**config.mk**
```make
export PLATFORM = sky130hd
export DESIGN_NAME = cpu_hazard_unit
export DESIGN_NICKNAME = d
export VERILOG_FILES = /design/src/rtl/cpu_pkg.sv /design/src/rtl/cpu_sb_stage.sv /design/src/rtl/cpu_hazard_unit.sv
export SDC_FILE = /design/constraint.sdc
export NUM_CORES = 1
export LEC_CHECK = 0
export ABC_AREA = 1
export BUFFER_PORTS_ARGS = -buffer_cell sky130_fd_sc_hd__buf_2
export CELL_PAD_IN_SITES_DETAIL_PLACEMENT = 2
export CELL_PAD_IN_SITES_GLOBAL_PLACEMENT = 2
export CORE_MARGIN = 4
export CORE_UTILIZATION = 30
export CTS_CLUSTER_SIZE = 20
export DETAILED_ROUTE_END_ITERATION = 16
export PLACE_DENSITY = 0.76
export SYNTH_ARGS = -nofsm -noshare
export SYNTH_HDL_FRONTEND = slang
export SYNTH_SLANG_ARGS = --single-unit
```
**constraint.sdc**
```tcl
create_clock -name clk -period 2.1 [get_ports clk]
set_input_delay 0 -clock clk [delete_from_list [all_inputs] [get_ports clk]]
set_output_delay 0 -clock clk [all_outputs]
set_load 0.005 [all_outputs]
```
**src/rtl/cpu_pkg.sv**
```systemverilog
// Shared definitions for the CPU issue/hazard logic.
//   - default architectural sizes used by the hazard unit
//   - scoreboard entry record carried through the in-flight pipeline
//   - opcode-class encodings produced by the upstream decoder
package cpu_pkg;

    localparam int DEF_NUM_REGS   = 16;
    localparam int DEF_PIPE_DEPTH = 4;
    localparam int DEF_JB_PENALTY = 2;

    // Scoreboard register field is sized for up to 256 architectural
    // registers; narrower indices are zero-extended before comparison.
    localparam int SB_REG_W = 8;
    localparam int JB_CNT_W = 4;

    typedef struct packed {
        logic                valid;
        logic                wrt_en;
        logic [SB_REG_W-1:0] wrt_reg;
        logic                is_load;
    } sb_entry_t;

    typedef enum logic [1:0] {
        OP_CLASS_NONE = 2'd0,
        OP_CLASS_L    = 2'd1,
        OP_CLASS_R    = 2'd2,
        OP_CLASS_JB   = 2'd3
    } op_class_e;

    localparam logic [6:0] OPC_LOAD   = 7'b0000011;
    localparam logic [6:0] OPC_OP_IMM = 7'b0010011;
    localparam logic [6:0] OPC_OP     = 7'b0110011;
    localparam logic [6:0] OPC_BRANCH = 7'b1100011;
    localparam logic [6:0] OPC_JALR   = 7'b1100111;
    localparam logic [6:0] OPC_JAL    = 7'b1101111;

endpackage

```
**src/rtl/cpu_sb_stage.sv**
```systemverilog
// One scoreboard slot: registers an in-flight instruction's write info and
// compares it against the source registers at the issue point.
//   clk, rst        : clock, synchronous active-high reset
//   entry_i         : record shifting in from the younger slot (or issue)
//   rs1_i/rs2_i     : zero-extended source indices at the issue point
//   rs1_used_i/...  : source actually read
//   entry_o         : registered record held by this slot
//   match_o         : this slot writes a register the issuing instr reads
module cpu_sb_stage
    import cpu_pkg::*;
(
    input  logic                clk,
    input  logic                rst,
    input  sb_entry_t           entry_i,
    input  logic [SB_REG_W-1:0] rs1_i,
    input  logic                rs1_used_i,
    input  logic [SB_REG_W-1:0] rs2_i,
    input  logic                rs2_used_i,
    output sb_entry_t           entry_o,
    output logic                match_o
);

    sb_entry_t entry_q;

    always_ff @(posedge clk) begin
        if (rst) begin
            entry_q <= '0;
        end else begin
            entry_q <= entry_i;
        end
    end

    always_comb begin
        match_o = entry_q.valid & entry_q.wrt_en &
                  ((rs1_used_i & (rs1_i == entry_q.wrt_reg)) |
                   (rs2_used_i & (rs2_i == entry_q.wrt_reg)));
    end

    assign entry_o = entry_q;

endmodule

```
**src/rtl/cpu_hazard_unit.sv**
```systemverilog
// Issue-point hazard detection: read-after-write interlock via a shifting
// scoreboard of in-flight writers, plus a fixed jump/branch penalty timer.
//   clk, rst                  : clock, synchronous active-high reset
//   if_valid                  : instruction present at issue point
//   if_rs1/if_rs2, *_used     : source registers and whether they are read
//   if_wrt_en/if_wrt_reg      : destination write
//   if_is_load, if_is_jb      : load / control-transfer instruction
//   jb_resolve                : early branch resolution, cancels penalty
//   rw_stall, jb_stall        : hold fetch
//   issue_fire                : instruction leaves the issue point this cycle
//   stall_cycles              : saturating count of stalled valid cycles
module cpu_hazard_unit
    import cpu_pkg::*;
#(
    parameter  int NUM_REGS   = DEF_NUM_REGS,
    parameter  int PIPE_DEPTH = DEF_PIPE_DEPTH,
    parameter  int FWD_EN     = 0,
    parameter  int JB_PENALTY = DEF_JB_PENALTY,
    localparam int REG_W      = $clog2(NUM_REGS)
) (
    input  logic             clk,
    input  logic             rst,
    input  logic             if_valid,
    input  logic [REG_W-1:0] if_rs1,
    input  logic [REG_W-1:0] if_rs2,
    input  logic             if_rs1_used,
    input  logic             if_rs2_used,
    input  logic             if_wrt_en,
    input  logic [REG_W-1:0] if_wrt_reg,
    input  logic             if_is_load,
    input  logic             if_is_jb,
    input  logic             jb_resolve,
    output logic             rw_stall,
    output logic             jb_stall,
    output logic             issue_fire,
    output logic [31:0]      stall_cycles
);

    logic [SB_REG_W-1:0] rs1_ext;
    logic [SB_REG_W-1:0] rs2_ext;
    sb_entry_t           issue_entry;
    sb_entry_t           stage_q [PIPE_DEPTH];
    logic [PIPE_DEPTH-1:0] match;
    logic                rw_hit;

    logic [JB_CNT_W-1:0] jb_cnt_q, jb_cnt_d;
    logic [31:0]         stall_cnt_q, stall_cnt_d;

    assign rs1_ext = SB_REG_W'(if_rs1);
    assign rs2_ext = SB_REG_W'(if_rs2);

    // Stalled cycles push a bubble so the scoreboard keeps draining.
    always_comb begin
        issue_entry = '0;
        if (issue_fire) begin
            issue_entry.valid   = 1'b1;
            issue_entry.wrt_en  = if_wrt_en;
            issue_entry.wrt_reg = SB_REG_W'(if_wrt_reg);
            issue_entry.is_load = if_is_load;
        end
    end

    for (genvar g = 0; g < PIPE_DEPTH; g++) begin : g_sb
        sb_entry_t stage_in;
        if (g == 0) begin : g_head
            assign stage_in = issue_entry;
        end else begin : g_tail
            assign stage_in = stage_q[g-1];
        end

        cpu_sb_stage u_stage (
            .clk        (clk),
            .rst        (rst),
            .entry_i    (stage_in),
            .rs1_i      (rs1_ext),
            .rs1_used_i (if_rs1_used),
            .rs2_i      (rs2_ext),
            .rs2_used_i (if_rs2_used),
            .entry_o    (stage_q[g]),
            .match_o    (match[g])
        );
    end

    // With full bypass only a load in the youngest slot cannot be forwarded.
    always_comb begin
        if (FWD_EN != 0) begin
            rw_hit = match[0] & stage_q[0].is_load;
        end else begin
            rw_hit = |match;
        end
    end

    assign rw_stall   = if_valid & rw_hit;
    assign jb_stall   = if_valid & (jb_cnt_q != '0);
    assign issue_fire = if_valid & ~rw_stall & ~jb_stall;

    always_comb begin
        jb_cnt_d = jb_cnt_q;
        if (issue_fire && if_is_jb) begin
            jb_cnt_d = JB_CNT_W'(JB_PENALTY);
        end else if (jb_resolve) begin
            jb_cnt_d = '0;
        end else if (jb_cnt_q != '0) begin
            jb_cnt_d = jb_cnt_q - 1'b1;
        end
    end

    always_comb begin
        stall_cnt_d = stall_cnt_q;
        if ((rw_stall || jb_stall) && (stall_cnt_q != 32'hFFFF_FFFF)) begin
            stall_cnt_d = stall_cnt_q + 32'd1;
        end
    end

    always_ff @(posedge clk) begin
        if (rst) begin
            jb_cnt_q    <= '0;
            stall_cnt_q <= '0;
        end else begin
            jb_cnt_q    <= jb_cnt_d;
            stall_cnt_q <= stall_cnt_d;
        end
    end

    assign stall_cycles = stall_cnt_q;

endmodule

```
Word-level counts from Yosys, hierarchy flattened --
Index checks and enable logic that the tools add are counted.
Cells by class: add/subtract/negate cells 2, equal/unequal tests 9, mux-type cells 4, bitwise operators 27, reductions and logical operators 8
Operators with widths (number):
- 4-bit by 8-bit == test with 1-bit output | 8
- 32-bit by 1-bit adder with 32-bit output (second input constant) | 1
- 32-bit != test (second input constant) | 1
- 1-bit bitwise AND | 20
- 11-bit 2-to-1 mux | 1
- 2-bit 2-to-1 mux | 3
- 1-bit bitwise OR | 4
- 4-bit nonzero test | 1
- 4-bit OR reduction | 1
- 4-bit by 1-bit subtractor with 4-bit output (second input constant) | 1
- 1-bit inverter | 3
- 3-bit nonzero test | 1
- 3-bit OR reduction | 1
- 1-bit logical AND | 2
- 2-bit OR reduction | 1
- 1-bit logical OR | 1
Storage, ports and cells: flip-flop bits (word level) 76, output and inout bits 35

Longest topological paths before layout --
Gate-level depths: netlist of the first run.
depth after elaboration 11, depth in mapped cells 14

By module --
From an unflattened synthesis of the first run, not the netlist that was laid out.
Unflattened totals: cell total of the unflattened synthesis 784, area, all modules 4790.8 um^2
By module, submodules not included:
- cpu_sb_stage | times used 4, cells each 97, area each 609.3 um^2
- cpu_hazard_unit | times used 1, cells each 396, area each 2353.5 um^2

Least setup slack after synthesis of the first run --
Ideal clock, no wire load.
path kind register -> register, start register stall_cnt_q[0] (netlist: stall_cycles[0]), end register stall_cnt_q[10] (netlist: stall_cycles[10]), setup time 132 ps, data arrival time 1694 ps, data required time 1968 ps, setup slack 274 ps, cell stages (with the launch flop) 12, buffers on the path 1, clock period less this slack 1826 ps, cells stage by stage dfxtp_1 -> ha_1 -> nand3_2 -> inv_2 -> nand2_2 -> nor3_2 -> nand2_1 -> nor2_2 -> nand4_2 -> clkbuf_1 -> nand3_1 -> a21oi_1
Between the ends: longest elaborated chain between the ends 2, elaborated cells on any way between the ends 3
Ends and longest elaborated chain:
- start, declared | RTL line cpu_hazard_unit.sv:47 | logic [31:0] stall_cnt_q, stall_cnt_d;
- start signal, assigned | RTL line cpu_hazard_unit.sv:121 | stall_cnt_q <= stall_cnt_d;
- parallel branches: the longest is 2 deep, another holds 32-bit by 1-bit adder with 32-bit output
Parallel ways; which one is timed is not known. A chain may end at the register's enable or synchronous reset.

Final worst setup path of the first run --
start register stall_cnt_q[19] (netlist: stall_cycles[19]), end register stall_cnt_q[31] (netlist: stall_cycles[31])
The elaborated chain is that of the path after synthesis.

==> flow_metrics.tcl, run 1 <==
set metrics [dict create \
    dpl.hpwl_um 9340 \
    synth-seq-area-share_pct 35.5 \
    route.detailed.drc 0 \
    synth-seq-cells 60 \
    antenna_found_initial 0 \
    io_pins 56 \
    fillerInstances 1324 \
    final_net_count 619 \
    yosys_warnings 0 \
    worst_slack_ns 0.187 \
    final_layout_size_suffix_gt1_share_pct 18.7 \
    cts.sinks 60 \
    vias 3622 \
    syn_nets 546 \
    fp.dieW_um 114 \
    grt_usage_pct 19.9 \
    hold_violations 0 \
    syn_area_um2 3380 \
    wire_per_inst_um 16.6 \
    syn_area_per_cell_um2 6.45 \
    row_count 38 \
    drt-initial-drc-count 125 \
    start_util_pct 30.9 \
    grt_pass1_wl_um 20400 \
    final_design_area_no_fill_um2 4360 \
    drv_slew 0 \
    viasPerCell 4.89 \
    die_y_um 114 \
    max_slew.worst_pin.slew_ns 0.540 \
    hold_slack_ns 0.0886 \
    port_buffers 54 \
    dpl_cell_area_um2 3880 \
    outcome "finished, final reports clean" \
    fin_crit_ns 1.91 \
    crit_required_ns 2.36 \
    criticalPathCategory "reg2reg" \
    arrival_ns 2.17 \
    drv_cap 0 \
    hp-start "rst" \
    p_per_area_nw_per_um2 676 \
    leakage_nw 1.92 \
    clkLatencyLatePin_ns 0.33 \
    hold_class "in2reg" \
    endpoint_kind "register" \
    cts_max_level 3 \
    cts_buffers 9 \
    place.gp.congestion 0.814 \
    cts_tree "built" \
    peakVddDrop_uv 420 \
    r2r-start "stall_cycles[19]" \
    clock.fmax_ghz 0.523 \
    drt_pre_antenna_iters 4 \
    path_clk_slew_ns 0.05 \
    root_buffer "clkbuf_16" \
    start_kind "register" \
    finalWirelength_um 12300 \
    grt_pass1_vias 4028 \
    synth.distinct_cells 24 \
    grt_overflow 0 \
    relSlewSlack_pct 63.7 \
    pre_cts_slack_ns -0.0134 \
    crit_start "stall_cycles[19]" \
    cts_buffer_depth 2 \
    setup_violations 0 \
    n_antenna_cell 0 \
    tns_ns 0 \
    finalCritPeriodShare_pct 91.1 \
    fp.dieArea_um2 13000 \
    finClkSkew_ns 0.00724 \
    grt_max_degree 36 \
    cp_max_fo 6 \
    coreArea_um2 10900 \
    antenna_left 0 \
    area_growth_pct 29.0 \
    synthCells 524 \
    utilization_pct 39.9 \
]
[synth_stat cells]
library cell / number / area share (%)
nand2_1: 151 / 17
nor2_1: 75 / 8.3
dfxtp_1: 60 / 36
inv_1: 54 / 6.0
nand3_1: 47 / 7.0
a21oi_1: 35 / 5.2
xor2_1: 22 / 5.7
xnor2_1: 19 / 4.9
nor3_1: 17 / 2.5
clkbuf_1: 9 / 1.0
buf_2: 5 / 0.74
nand4_1: 5 / 0.93
nor4_1: 5 / 0.93
buf_6: 3 / 1.0
inv_2: 3 / 0.33
nand2_2: 2 / 0.37
nor2_2: 2 / 0.37
nor3_2: 2 / 0.59
o21ai_0: 2 / 0.30
o21ai_1: 2 / 0.30
a21boi_0: 1 / 0.22
ha_1: 1 / 0.37
nand3_2: 1 / 0.30
nand4_2: 1 / 0.37
[sequential cells by signal, indices dropped and copies added (netlist names)]
signal	cells
g_sb.u_stage.entry_o	24
jb_cnt_q	4
stall_cycles	32
[kinds of logic (layout without fill, tap and decap cells)]
| family | after synthesis | after routing | share of synthesized area (%) |
|---|---|---|---|
| buffers and inverters | 74 | 150 | 9.07 |
| AO/OA/AOI/OAI | 40 | 40 | 6.00 |
| AND/OR/NAND/NOR | 308 | 308 | 38.4 |
| adder cells (fa/ha/maj) | 1 | 1 | 0.370 |
| flip-flops | 60 | 60 | 35.5 |
| XOR/XNOR | 41 | 41 | 10.6 |
[path summary, 6_finish.rpt]
check / end / cells after the start / slack [ns]
max: stall_cycles[31] / 8 / 0.19
min reg2reg: g_sb[2].u_stage.entry_o[10] / 2 / 0.43
min: g_sb[1].u_stage.entry_o[1] / 2 / 0.09
max reg2reg: stall_cycles[31] / 8 / 0.19
[metal layers]
layer | up-vias | global-route usage (%) | share of wire, %
li1 | 1786 | - | -
met1 | 1773 | 22.5 | 42
met2 | 48 | 37.4 | 53
met3 | 15 | 4.92 | 2.9
met4 | 0 | 4.83 | 1.7
met5 | - | 0 | 0
[critical path, cell delays in order (launching register included)]
cell     delay (ns)
dfxtp_1        0.49
nand2_1        0.18
nor2_1         0.12
nand2_1        0.09
nor4_1         0.42
nand2_1        0.14
xor2_1         0.16
nand3_1        0.09
a21oi_1        0.15
[through the flow]
stage          cells  total power, mW
5_1_grt          740             3.08
4_1_cts          740             2.99
3_3_place_gp     719             1.41
6_report         740             2.95
2_1_floorplan    524             1.33
3_5_place_dp     719             1.42
[repair_timing]
| item | in CTS | in global routing |
|---|---|---|
| endpoints found under the hold margin | 9 | 0 |
| endpoints found under the setup margin | 15 | 36 |
| setup buffers | 0 | 0 |
| gates resized for setup | 2 | 24 |
| pin swaps | 0 | 0 |
| hold buffers | 7 | 0 |
[power by group]
| group | switching (mW) | internal, mW |
|---|---|---|
| logic | 0.153 | 0.0905 |
| clock network | 0.501 | 1.03 |
| registers | 0.0143 | 1.16 |
[placed cells by master (no fill, tap or decap), types with 7 or more instances in the layout]
master and instances:
nor3_1 14, nor2_1 74, a21oi_1 35, xor2_1 22
nand3_1 47, dfxtp_1 56, dlygate4sd3_1 7, xnor2_1 19
nand2_1 148, inv_1 54, buf_2 54, buf_4 15
clkbuf_16 9
[cell type report]
cell class | count | area, um^2 | share of cell area [%]
clock inverters | 1 | 30.0 | 0.688
clock buffers | 13 | 280 | 6.43
inverters | 57 | 214 | 4.91
repair buffers | 79 | 513 | 11.8
multi-input cells | 390 | 1940 | 44.5
flip-flops and latches | 60 | 1210 | 27.7
well taps | 140 | 175 | 4.02
Note: power is estimated with default switching activity, not from simulation.
==> inputs of run 2 (changes only) <==
--- a/config.mk
+++ b/config.mk
@@ -9,11 +9,13 @@
 export BUFFER_PORTS_ARGS = -buffer_cell sky130_fd_sc_hd__buf_2
 export CELL_PAD_IN_SITES_DETAIL_PLACEMENT = 2
 export CELL_PAD_IN_SITES_GLOBAL_PLACEMENT = 2
-export CORE_MARGIN = 4
-export CORE_UTILIZATION = 30
+export CORE_MARGIN = 5
+export CORE_UTILIZATION = 32
 export CTS_CLUSTER_SIZE = 20
 export DETAILED_ROUTE_END_ITERATION = 16
-export PLACE_DENSITY = 0.76
+export GPL_TIMING_DRIVEN = 0
+export PLACE_DENSITY = 0.79
 export SYNTH_ARGS = -nofsm -noshare
 export SYNTH_HDL_FRONTEND = slang
+export SYNTH_HIERARCHICAL = 1
 export SYNTH_SLANG_ARGS = --single-unit
==> run 2 against run 1 <==
Compared with the run above:
- the run now ends with setup timing left
- largest cell class unchanged
- synthesized area rose by 38%
- highest routed layer unchanged
- critical path type unchanged
- clock skew rose by 0.0029 ns
- die area is 31% higher
- critical endpoint is now stall_cycles[13]
==> flow_metrics.tcl, run 2 <==
set metrics [dict create \
    outcome "finished with violations" \
    violations "setup timing" \
    max_slew.worst_pin.slew_ns 0.658 \
    syn_area_um2 4670 \
    drv_slew 0 \
    cts_tree "built" \
    hold_class "in2reg" \
    finClkSkew_ns 0.0101 \
    final_common_cell "nand2_1" \
    peakVddDrop_uv 252 \
    worst_slack_ns -0.150 \
    r2r-start "g_sb[0].u_stage/entry_o[7]" \
    drv_cap 0 \
    criticalPathCategory "reg2reg" \
    hold_slack_ns 0.169 \
    cts_max_level 3 \
    arrival_ns 2.52 \
    start_kind "register" \
    cts_buffers 9 \
    endpoint "stall_cycles[13]" \
    drt_pre_antenna_iters 4 \
    crit_start "g_sb[0].u_stage/entry_o[7]" \
    grt_usage_pct 21.9 \
    syn_area_per_cell_um2 6.07 \
    r2r_slack_ns -0.15 \
    crit_required_ns 2.37 \
    die_y_um 131 \
    viasPerCell 4.78 \
    fp.dieW_um 131 \
    row_count 44 \
    tns_ns -2.51 \
    finalWirelength_um 20800 \
    grt_pass1_wl_um 29000 \
    final_layout_size_suffix_gt1_share_pct 24.6 \
    route.detailed.drc 0 \
    p_total_mw 3.65 \
    synthCells 770 \
    largest_reg_flops 40 \
    grt_pass1_vias 5653 \
    grt_max_degree 13 \
    start_util_pct 32.4 \
    relSlewSlack_pct 56.1 \
    r2r-end "stall_cycles[13]" \
    coreArea_um2 14400 \
    hold_violations 0 \
    utilization_pct 43.6 \
    r2r_cells 15 \
    fp.dieArea_um2 17100 \
    cp_max_fo 5 \
    hp-start "if_valid" \
    area_growth_pct 34.6 \
    fillerInstances 1790 \
    drt-initial-drc-count 157 \
    clock.fmax_ghz 0.444 \
    dpl.hpwl_um 12800 \
    cts.sinks 76 \
    layout_common_cells "nand2_1 (187), inv_1 (140), nor2_1 (130)" \
    root_buffer "clkbuf_16" \
    endpoint_kind "register" \
    antenna_left 0 \
    cts_buffer_depth 2 \
    fin_crit_ns 2.25 \
    vias 5288 \
    path_clk_slew_ns 0.06 \
    finalCritPeriodShare_pct 107 \
    final_net_count 940 \
    place.gp.congestion 0.849 \
    antenna_found_initial 0 \
    port_buffers 54 \
    setup_violations 29 \
    clkLatencyLatePin_ns 0.35 \
    leakage_nw 2.92 \
    io_pins 56 \
    p_per_area_nw_per_um2 580 \
    yosys_warnings 6 \
    grt_overflow 0 \
    wire_per_inst_um 18.8 \
    rsz0062_at_grt "true" \
    n_antenna_cell 0 \
]
## run 2: through the flow
stage | instances | instance area, um^2 | setup WS [ns]
final | 1107 | 6290 | -0.150
after global routing | 1107 | 6290 | -0.253
after CTS | 1095 | 5940 | 0.00378
after detailed placement | 1063 | 5380 | -0.361
after global placement | 1063 | 5380 | -0.226
after floorplan | 825 | 4880 | 0.255
## run 2: how the worst min path moves through the flow
stage,to,slack [ns],depth (start not counted)
2_1_floorplan,stall_cycles[3],0.07,1
3_3_place_gp,jb_cnt_q[1],0.30,4
3_5_place_dp,g_sb[0].u_stage/entry_o[2],0.31,5
4_1_cts,jb_cnt_q[1],0.07,5
5_1_grt,jb_cnt_q[1],0.20,5
6_report,jb_cnt_q[1],0.17,5
## run 2: cell type report
type	count	area (um^2)	area share, %
repair buffers	82	532	8.45
plain buffers	12	82.6	1.31
clock inverters	4	47.5	0.756
well taps	184	230	3.66
inverters	153	592	9.41
flip-flops and latches	76	1550	24.7
multi-input cells	584	3000	47.7
clock buffers	12	256	4.08
## run 2: report_power, final
part           switching [mW]  internal (mW)
combinational           0.306          0.179
sequential             0.0340           1.47
clock                   0.673          0.983
## run 2: routing by layer
layer	track usage [%]	vias to the layer above	wire, um
met4	7.99	0	465
met1	23.7	2642	8060
met2	43.2	90	11800
li1	-	2528	-
met5	0	-	0
met3	2.64	28	431
## run 2: worst max-delay path, cell delays in order, from the launching register on
cell      delay (ns)
dfxtp_2         0.35
xnor2_1         0.20
nand2_1         0.09
nor2_1          0.17
nand3_1         0.16
a21oi_2         0.23
nor2_4          0.07
nand2_4         0.09
nand2_4         0.08
nand2_8         0.11
buf_6           0.12
nand2_8         0.08
clkinv_8        0.08
buf_6           0.11
nand2_4         0.05
a21oi_2         0.17
## run 2: repair_timing
| action | CTS | global route |
|---|---|---|
| setup buffers | 8 | 12 |
| setup endpoints to repair | 33 | 34 |
| pin swaps | 18 | 41 |
| resized for setup | 38 | 92 |
| endpoints found under the hold margin | 8 | 0 |
| cloned | 1 | 0 |
| hold buffers | 8 | 0 |
==> inputs of run 3 (changes only) <==
--- a/config.mk
+++ b/config.mk
@@ -9,7 +9,6 @@
 export BUFFER_PORTS_ARGS = -buffer_cell sky130_fd_sc_hd__buf_2
 export CELL_PAD_IN_SITES_DETAIL_PLACEMENT = 2
 export CELL_PAD_IN_SITES_GLOBAL_PLACEMENT = 2
-export CORE_MARGIN = 5
 export CORE_UTILIZATION = 32
 export CTS_CLUSTER_SIZE = 20
 export DETAILED_ROUTE_END_ITERATION = 16
==> run 3 against run 2 <==
Compared with the run above:
- the run still ends with setup timing left
- critical path depth increased by 2
- critical endpoint is now stall_cycles[7]
- combinational power decreased by 7.8%
- critical path type unchanged
- first-iteration DRC count decreased by 15%
- via count decreased by 2.8%
- global-route usage increased by 2.2 points
==> flow_metrics.tcl, run 3 (synthesized netlist as in run 2, its figures left out) <==
set metrics [dict create \
    relSlewSlack_pct 47.9 \
    crit_path_max_incr_delay_ns 0.32 \
    outcome "finished with violations" \
    pre_cts_slack_ns -0.585 \
    drv_cap 0 \
    dp_cells 1059 \
    cts_buffers 9 \
    die_y_um 123 \
    max_slew.worst_pin.slew_ns 0.782 \
    cts_buffer_depth 2 \
    clkLatencyLatePin_ns 0.35 \
    setup_violations 25 \
    coreArea_um2 14000 \
    final_layout_size_suffix_gt1_share_pct 20.2 \
    worst_slack_ns -0.128 \
    wire_per_inst_um 17.4 \
    final_design_area_no_fill_um2 6030 \
    final_cells 1090 \
    route.detailed.drc 0 \
    violations "setup timing" \
    antenna_left 0 \
    drv_slew 0 \
    fp.dieW_um 123 \
    utilization_pct 42.9 \
    criticalPathCategory "reg2reg" \
    fp.dieArea_um2 15100 \
    grt_pass1_vias 5548 \
    port_buffers 54 \
    antenna_found_initial 0 \
    cts_max_level 3 \
    tns_ns -1.92 \
    r2r_slack_ns -0.13 \
    critPathBufInv 4 \
    hold_class "in2reg" \
    p_total_mw 3.44 \
    grt_max_degree 12 \
    fin_crit_ns 2.23 \
    layout_common_cells "nand2_1 (196), inv_1 (142), nor2_1 (137)" \
    start_util_pct 33.3 \
    finalWirelength_um 18900 \
    clock.fmax_ghz 0.449 \
    start_kind "register" \
    cts.sinks 76 \
    r2r_cells 17 \
    finClkSkew_ns 0.0108 \
    crit_cells 17 \
    leakage_nw 2.83 \
    peakVddDrop_uv 310 \
    endpoint "stall_cycles[7]" \
    n_antenna_cell 0 \
    grt_overflow 0 \
    root_buffer "clkbuf_16" \
    finalCritPeriodShare_pct 106 \
    crit_start "g_sb[1].u_stage/entry_o[8]" \
    hold_slack_ns 0.143 \
    p_per_area_nw_per_um2 571 \
    cp_max_fo 6 \
    r2r-end "stall_cycles[7]" \
    row_count 43 \
    grt_pass1_wl_um 27400 \
    area_growth_pct 28.9 \
    cpLargestDelayFamily "simple AND/OR/NAND/NOR gates" \
    cp_common_cell "nor2_1" \
    viasPerCell 4.71 \
    drt_pre_antenna_iters 4 \
    crit_required_ns 2.38 \
    io_pins 56 \
    endpoint_kind "register" \
    worstPathCellList "inv_2 -> nor2_1 -> nor2_1 -> nand2_1 -> nor2_1 -> nand3_2 -> a21oi_2 -> nor2_2 -> nand2_2 -> nand2_4 -> nand2_8 -> buf_8 -> nand2_8 -> inv_8 -> clkbuf_16 -> nand2_4 -> a21oi_2" \
    vias 5139 \
    path_clk_slew_ns 0.06 \
    largest_reg_flops 40 \
    arrival_ns 2.50 \
    r2r-start "g_sb[1].u_stage/entry_o[8]" \
    drt-initial-drc-count 133 \
    hold_violations 0 \
    dpl.hpwl_um 12800 \
    cts_tree "built" \
    final_common_cell "nand2_1" \
    dpl_cell_area_um2 5380 \
    place.gp.congestion 0.830 \
    rsz0062_at_grt "true" \
    cpMaxStageDelayCell "dfxtp_1" \
    grt_usage_pct 24.2 \
    final_net_count 927 \
]
## run 3: cell types whose count changed in the layout (fill, tap and decap cells not counted), moves of 4 or more
| cell | before | now |
|---|---|---|
| buf_4 | 17 | 5 |
| dfxtp_1 | 58 | 64 |
| nand2_1 | 187 | 196 |
| nand2_2 | 18 | 9 |
| nor2_1 | 130 | 137 |
| nor2_4 | 14 | 10 |
| o21ai_0 | 5 | 9 |
## run 3: worst register-to-register path: cells and delay by family (launching register included)
kind                   cells  cell delay, ns
AND/OR/NAND/NOR           11            1.07
buffers and inverters      4            0.46
flip-flops                 1            0.32
AO/OA/AOI/OAI              2            0.30
## run 3: final cells by class
cell class / instances / area, um^2
fill: 1777 / 8020
inverter: 153 / 582
sequential: 76 / 1540
timing repair buffer: 69 / 428
clock inverter: 2 / 10.0
multi-input combinational: 584 / 2910
tap: 180 / 225
buffer: 12 / 80.1
clock buffer: 14 / 254
## run 3: power breakdown
part           internal (mW)  switching, mW
Sequential              1.47         0.0324
Combinational          0.160          0.288
Clock                  0.833          0.655
Total                   2.47          0.976
## run 3: metal layers
metal	GRT usage (%)	part of all wire, %	vias up
met4	9.53	2.3	0
met3	3.11	2.4	29
met2	48.0	56	80
met1	25.2	39	2534
met5	0	0	-
li1	-	-	2496
## run 3: how the worst min path moves through the flow
stage,cells after the start,to,startpoint,slack (ns)
2_1_floorplan,1,stall_cycles[3],rst,0.07
3_3_place_gp,5,g_sb[0].u_stage/entry_o[3],if_wrt_reg[2],0.30
3_5_place_dp,5,g_sb[0].u_stage/entry_o[3],if_wrt_reg[2],0.31
4_1_cts,5,jb_cnt_q[1],if_valid,0.09
5_1_grt,5,jb_cnt_q[1],if_valid,0.17
6_report,5,jb_cnt_q[1],if_valid,0.14
## run 3: timing repair
action	CTS	global route
hold endpoints to repair	11	0
resized for setup	33	51
buffers inserted	3	3
hold buffers	8	0
cloned	0	1
pin swaps	9	12
setup endpoints to repair	33	34
